File: config.mk
export PLATFORM = sky130hd
export DESIGN_NAME = tff_bank_sync
export DESIGN_NICKNAME = d
export VERILOG_FILES = /design/src/rtl/tff_bank_sync.sv
export SDC_FILE = /design/constraint.sdc
export NUM_CORES = 1
export LEC_CHECK = 0
export ABC_CLOCK_PERIOD_IN_PS = 2600
export CAP_MARGIN = 20
export CORE_AREA = 2 2 61 87
export CTS_BUF_LIST = sky130_fd_sc_hd__clkbuf_8
export DETAILED_ROUTE_END_ITERATION = 7
export DIE_AREA = 0 0 63 89
export PLACE_DENSITY = 0.84
export SYNTH_ARGS = -nofsm -noshare
export SYNTH_HDL_FRONTEND = slang
export SYNTH_SLANG_ARGS = --single-unit
export TNS_END_PERCENT = 5
File: constraint.sdc
create_clock -name clk -period 2.6 [get_ports clk]
set_input_delay 0.26 -clock clk [delete_from_list [all_inputs] [get_ports clk]]
set_output_delay 0.26 -clock clk [all_outputs]
set_load 0.02 [all_outputs]
File: src/rtl/tff_bank_sync.sv
// Bank of WIDTH toggle flip-flops with toggle/count/load/clear modes, change flags and a
// saturating change-event counter. Define TFF_BANK_WRAP_FLAG_EN to add the counter wrap output.
module tff_bank_sync #(
  parameter int unsigned       WIDTH     = 8,
  parameter logic [WIDTH-1:0]  RESET_VAL = '0,
  parameter int unsigned       CNT_W     = 16
) (
  input  logic             clk,
  input  logic             reset,
  input  logic             en,
  input  logic [1:0]       mode,
  input  logic [WIDTH-1:0] t,
  input  logic [WIDTH-1:0] load_val,
`ifdef TFF_BANK_WRAP_FLAG_EN
  output logic             wrap,
`endif
  output logic [WIDTH-1:0] q,
  output logic [WIDTH-1:0] toggled,
  output logic [CNT_W-1:0] evt_cnt
);

  typedef enum logic [1:0] {
    ModeToggle = 2'b00,
    ModeCount  = 2'b01,
    ModeLoad   = 2'b10,
    ModeClear  = 2'b11
  } mode_e;

  logic [WIDTH-1:0] q_q, q_d;
  logic [WIDTH-1:0] toggled_q, toggled_d;
  logic [CNT_W-1:0] evt_cnt_q, evt_cnt_d;

  always_comb begin
    q_d = q_q;
    if (en) begin
      unique case (mode_e'(mode))
        ModeToggle: q_d = q_q ^ t;
        ModeCount:  q_d = t[0] ? q_q + WIDTH'(1) : q_q;
        ModeLoad:   q_d = load_val;
        ModeClear:  q_d = q_q & ~t;
        default:    q_d = q_q;
      endcase
    end
  end

  // q_d equals q_q whenever en is low, so the flags clear and the counter holds for free.
  always_comb begin
    toggled_d = q_d ^ q_q;
    evt_cnt_d = evt_cnt_q;
    if ((toggled_d != '0) && (evt_cnt_q != {CNT_W{1'b1}})) begin
      evt_cnt_d = evt_cnt_q + CNT_W'(1);
    end
  end

  always_ff @(posedge clk) begin
    if (!reset) begin
      q_q       <= RESET_VAL;
      toggled_q <= '0;
      evt_cnt_q <= '0;
    end else begin
      q_q       <= q_d;
      toggled_q <= toggled_d;
      evt_cnt_q <= evt_cnt_d;
    end
  end

`ifdef TFF_BANK_WRAP_FLAG_EN
  logic wrap_q, wrap_d;

  // Only a counting edge out of all-ones is a wrap; loads or clears to zero are not.
  always_comb begin
    wrap_d = en && (mode_e'(mode) == ModeCount) && t[0] && (&q_q);
  end

  always_ff @(posedge clk) begin
    if (!reset) begin
      wrap_q <= 1'b0;
    end else begin
      wrap_q <= wrap_d;
    end
  end

  assign wrap = wrap_q;
`endif

  assign q       = q_q;
  assign toggled = toggled_q;
  assign evt_cnt = evt_cnt_q;

endmodule

==> impl_metrics.env <==
export IMPL_status="finished, violations left"
export IMPL_violations="negative setup slack"
export IMPL_antenna_cells=0
export IMPL_hold_ws_ns=0.492
export IMPL_postLayoutSetupSlackWorst_ns=-0.00529
export IMPL_routed_wirelength_microns=6170
export IMPL_criticalPathCategory="flip-flop to flip-flop"
export IMPL_synth_mux_area_frac=0.0636
export IMPL_fill_cells=397
export IMPL_leakage_nw=1.38
export IMPL_fin_crit_ns=2.61
export IMPL_portBuffers=52
export IMPL_synth_compound_area_share=0.190
export IMPL_r2r_cells=10
export IMPL_grt_overflow_total=0
export IMPL_clock_path_buffers=2
export IMPL_maxCapViolations=0
export IMPL_initial_utilization=0.454
export IMPL_fmax_mhz=384
export IMPL_pin_count=53
export IMPL_dieArea_sq_um=5610
export IMPL_drt_iter0_markers=89
export IMPL_drcViolationCount=0
export IMPL_grt_setup_unrepaired="yes"
export IMPL_synth_area_sq_um=2160
export IMPL_finalNonFillerCells=429
export IMPL_area_growth_pct=50.3
export IMPL_max_stage_delay_ns=0.51
export IMPL_power_density_nw_per_um2=451
export IMPL_ff2ff_setup_slack_ns=-0.005
export IMPL_required_ns=2.81
export IMPL_cts_root_buffer="clkbuf_8"
export IMPL_synth_yosys_seq_area_share=0.296
export IMPL_dp_cells=416
export IMPL_finalHoldViolCount=0
export IMPL_start_kind="flip-flop"
export IMPL_worstPathCellList="ha_4 > mux2_4 > mux4_2 > xnor2_2 > a21oi_2 > nor4b_4 > a21oi_4 > buf_6 > nand4_1 > mux2i_1"
export IMPL_wl_per_cell_microns=14.4
export IMPL_grt_pass1_vias=2312
export IMPL_grt_pass1_wl_microns=10100
export IMPL_clkTransAtPathRegs_ns=0.07
export IMPL_dominantRegCellSynth="dfxtp_1"
export IMPL_antenna_found_initial=0
export IMPL_fp_row_count=30
export IMPL_dp_hpwl_microns=4510
export IMPL_synth_simple_area_share=0.300
export IMPL_cts_tree="yes"
export IMPL_nets=395
export IMPL_grt_usage=0.226
export IMPL_final_antenna_net_count=0
export IMPL_core_sq_um=4770
export IMPL_setup_viol=1
export IMPL_peakVddDrop_uv=449
export IMPL_crit_slowest_cell="mux4_2"
export IMPL_vias_per_cell=5.41
export IMPL_cts_buffers=5
export IMPL_cts_num_sinks=32
export IMPL_synth_enable_flop_cells=0
export IMPL_end_kind="flip-flop"
export IMPL_first_pass_iters=4
export IMPL_placed_cell_area_sq_um=3030
export IMPL_fin_skew_ns=0.00890
export IMPL_tightest_slew_ns=0.418
export IMPL_drive_gt1_frac=0.219
export IMPL_insertion_delay_ns=0.29
export IMPL_vias=2323
export IMPL_cts_hold_buffers=0
export IMPL_cp_arrival_ns=2.82
export IMPL_multiInputGateArea_sq_um=1460
export IMPL_syn_avg_cell_area_sq_um=7.96
export IMPL_synthCells=272
export IMPL_die_y_microns=89
export IMPL_grt_max_degree=22
export IMPL_finalInstanceArea_sq_um=3250
export IMPL_yosysUniqueCellTypes=51
export IMPL_htreeDepth=2
export IMPL_async_reset_ff_frac=0
export IMPL_die_width_microns=63
export IMPL_fin_crit_sh=1.00
export IMPL_synth_nets=303
export IMPL_cp_max_fo=5
export IMPL_max_slew_margin_rel=0.718
export IMPL_ys_ff_latch=32
export IMPL_power_total_mw=1.47
export IMPL_drv_slew=0
export IMPL_gp_congestion=0.896
export IMPL_synth_adder_area_share=0.0578
export IMPL_yosys_warnings=0
export IMPL_synth_xor_area_frac=0.0283
export IMPL_synth_top_family_by_area="simple AND/OR/NAND/NOR gates"
export IMPL_min_path_type="flip-flop to flip-flop"
export IMPL_seq_area_sq_um=646
export IMPL_min_path_cells=2
## sequential cells by signal, indices dropped and copies added, names as in the netlist
signal / flops
evt_cnt: 16
q: 8
toggled: 8
## critical path, delay by kind of cell, from the launching register on
| family | cells | cell delay (ns) |
|---|---|---|
| AO/OA/AOI/OAI | 2 | 0.21 |
| XOR/XNOR | 1 | 0.23 |
| buffers and inverters | 1 | 0.15 |
| flip-flops | 1 | 0.34 |
| AND/OR/NAND/NOR | 2 | 0.42 |
| multiplexers | 3 | 0.96 |
| adder cells (fa/ha/maj) | 1 | 0.23 |
## synthesized netlist by cell type, types with 2 or more instances
cell type | number | area, sq um
a21oi_1 | 25 | 125
ha_1 | 10 | 125
o21ai_0 | 11 | 55.1
and4_1 | 3 | 26.3
nor2b_1 | 3 | 18.8
nand2b_1 | 18 | 113
a211oi_1 | 2 | 15.0
nand4_1 | 9 | 56.3
and3_1 | 5 | 31.3
xnor2_1 | 6 | 52.6
dfxtp_1 | 32 | 641
mux2i_1 | 10 | 100
a22oi_1 | 3 | 22.5
inv_1 | 14 | 52.6
buf_2 | 4 | 20.0
clkbuf_1 | 6 | 22.5
buf_6 | 3 | 33.8
nand2_1 | 25 | 93.8
a21bo_1 | 5 | 50.1
and2_1 | 5 | 31.3
nor3b_1 | 2 | 15.0
nand3_1 | 5 | 25.0
o22ai_1 | 2 | 12.5
nand3b_1 | 5 | 37.5
nor3_1 | 4 | 20.0
nor2_1 | 27 | 101
o31ai_1 | 3 | 22.5
or2_2 | 2 | 12.5
## cells in the final DEF (no fill, tap or decap), types with 3 or more instances in the layout
cell and n:
xnor2_1 4, and4_1 3, mux2i_1 10, nand4_1 9, nand2_1 24, a21bo_1 5, inv_1 15, o21ai_0 10
nand3b_1 5, clkbuf_8 5, ha_1 9, clkdlybuf4s50_1 52, dfxtp_1 30, a21oi_2 4, a22oi_1 3, nand2b_1 17
nand3_1 5, buf_6 4, nor3_1 3, and2_1 5, buf_4 42, and3_1 5, a21oi_1 21, nor2_1 27
## cell type report
class                   count  area share
multi-input cells         211       0.450
repair buffers             99       0.277
flip-flops and latches     32       0.198
well taps                  64      0.0246
clock buffers               5      0.0212
inverters                  15      0.0173
clock inverters             3      0.0119
## power breakdown
part	leakage (nW)	switching [mW]	total, mW	internal [mW]
clock	0.0593	0.194	0.475	0.280
sequential	0.262	0.0201	0.536	0.516
combinational	1.06	0.216	0.457	0.241
total	1.38	0.431	1.47	1.04
## per-layer routing
| metal | routed length [microns] | share of wire | global-route usage |
|---|---|---|---|
| met1 | 2470 | 0.40 | 0.226 |
| met2 | 3230 | 0.52 | 0.448 |
| met3 | 233 | 0.038 | 0.0353 |
| met4 | 231 | 0.037 | 0.117 |
| met5 | 0 | 0 | 0 |
## final timing paths
check	startpoint	endpoint
min	evt_cnt[12]$_SDFFE_PN0P_	evt_cnt[12]$_SDFFE_PN0P_
max reg2reg	q[0]$_SDFF_PN0_	evt_cnt[5]$_SDFFE_PN0P_
max	q[0]$_SDFF_PN0_	evt_cnt[5]$_SDFFE_PN0P_
min reg2reg	evt_cnt[12]$_SDFFE_PN0P_	evt_cnt[12]$_SDFFE_PN0P_
## repair_timing
| action | in CTS | in global routing |
|---|---|---|
| setup endpoints to repair | 16 | 16 |
| hold endpoints to repair | 0 | 0 |
| pin swaps | 4 | 6 |
| buffers inserted | 5 | 1 |
| resized for setup | 11 | 11 |
## cell families (layout without fill, tap and decap cells)
| group | after synthesis | count (layout) |
|---|---|---|
| flip-flops | 32 | 32 |
| adder cells (fa/ha/maj) | 10 | 10 |
| AND/OR/NAND/NOR | 119 | 119 |
| XOR/XNOR | 7 | 7 |
| AO/OA/AOI/OAI | 63 | 63 |
| buffers and inverters | 29 | 122 |
| multiplexers | 12 | 12 |
## per-stage QoR
step / util / worst slack (ns) / setup TNS, ns
after global placement: 0.635 / -0.274 / -3.83
after CTS: 0.672 / -0.0667 / -0.372
after global routing: 0.682 / -0.103 / -0.947
after detailed placement: 0.635 / -0.386 / -5.05
final: 0.682 / -0.00529 / -0.00529
after floorplan: - / 0.00932 / 0
Note: power is estimated with default switching activity, not from simulation.
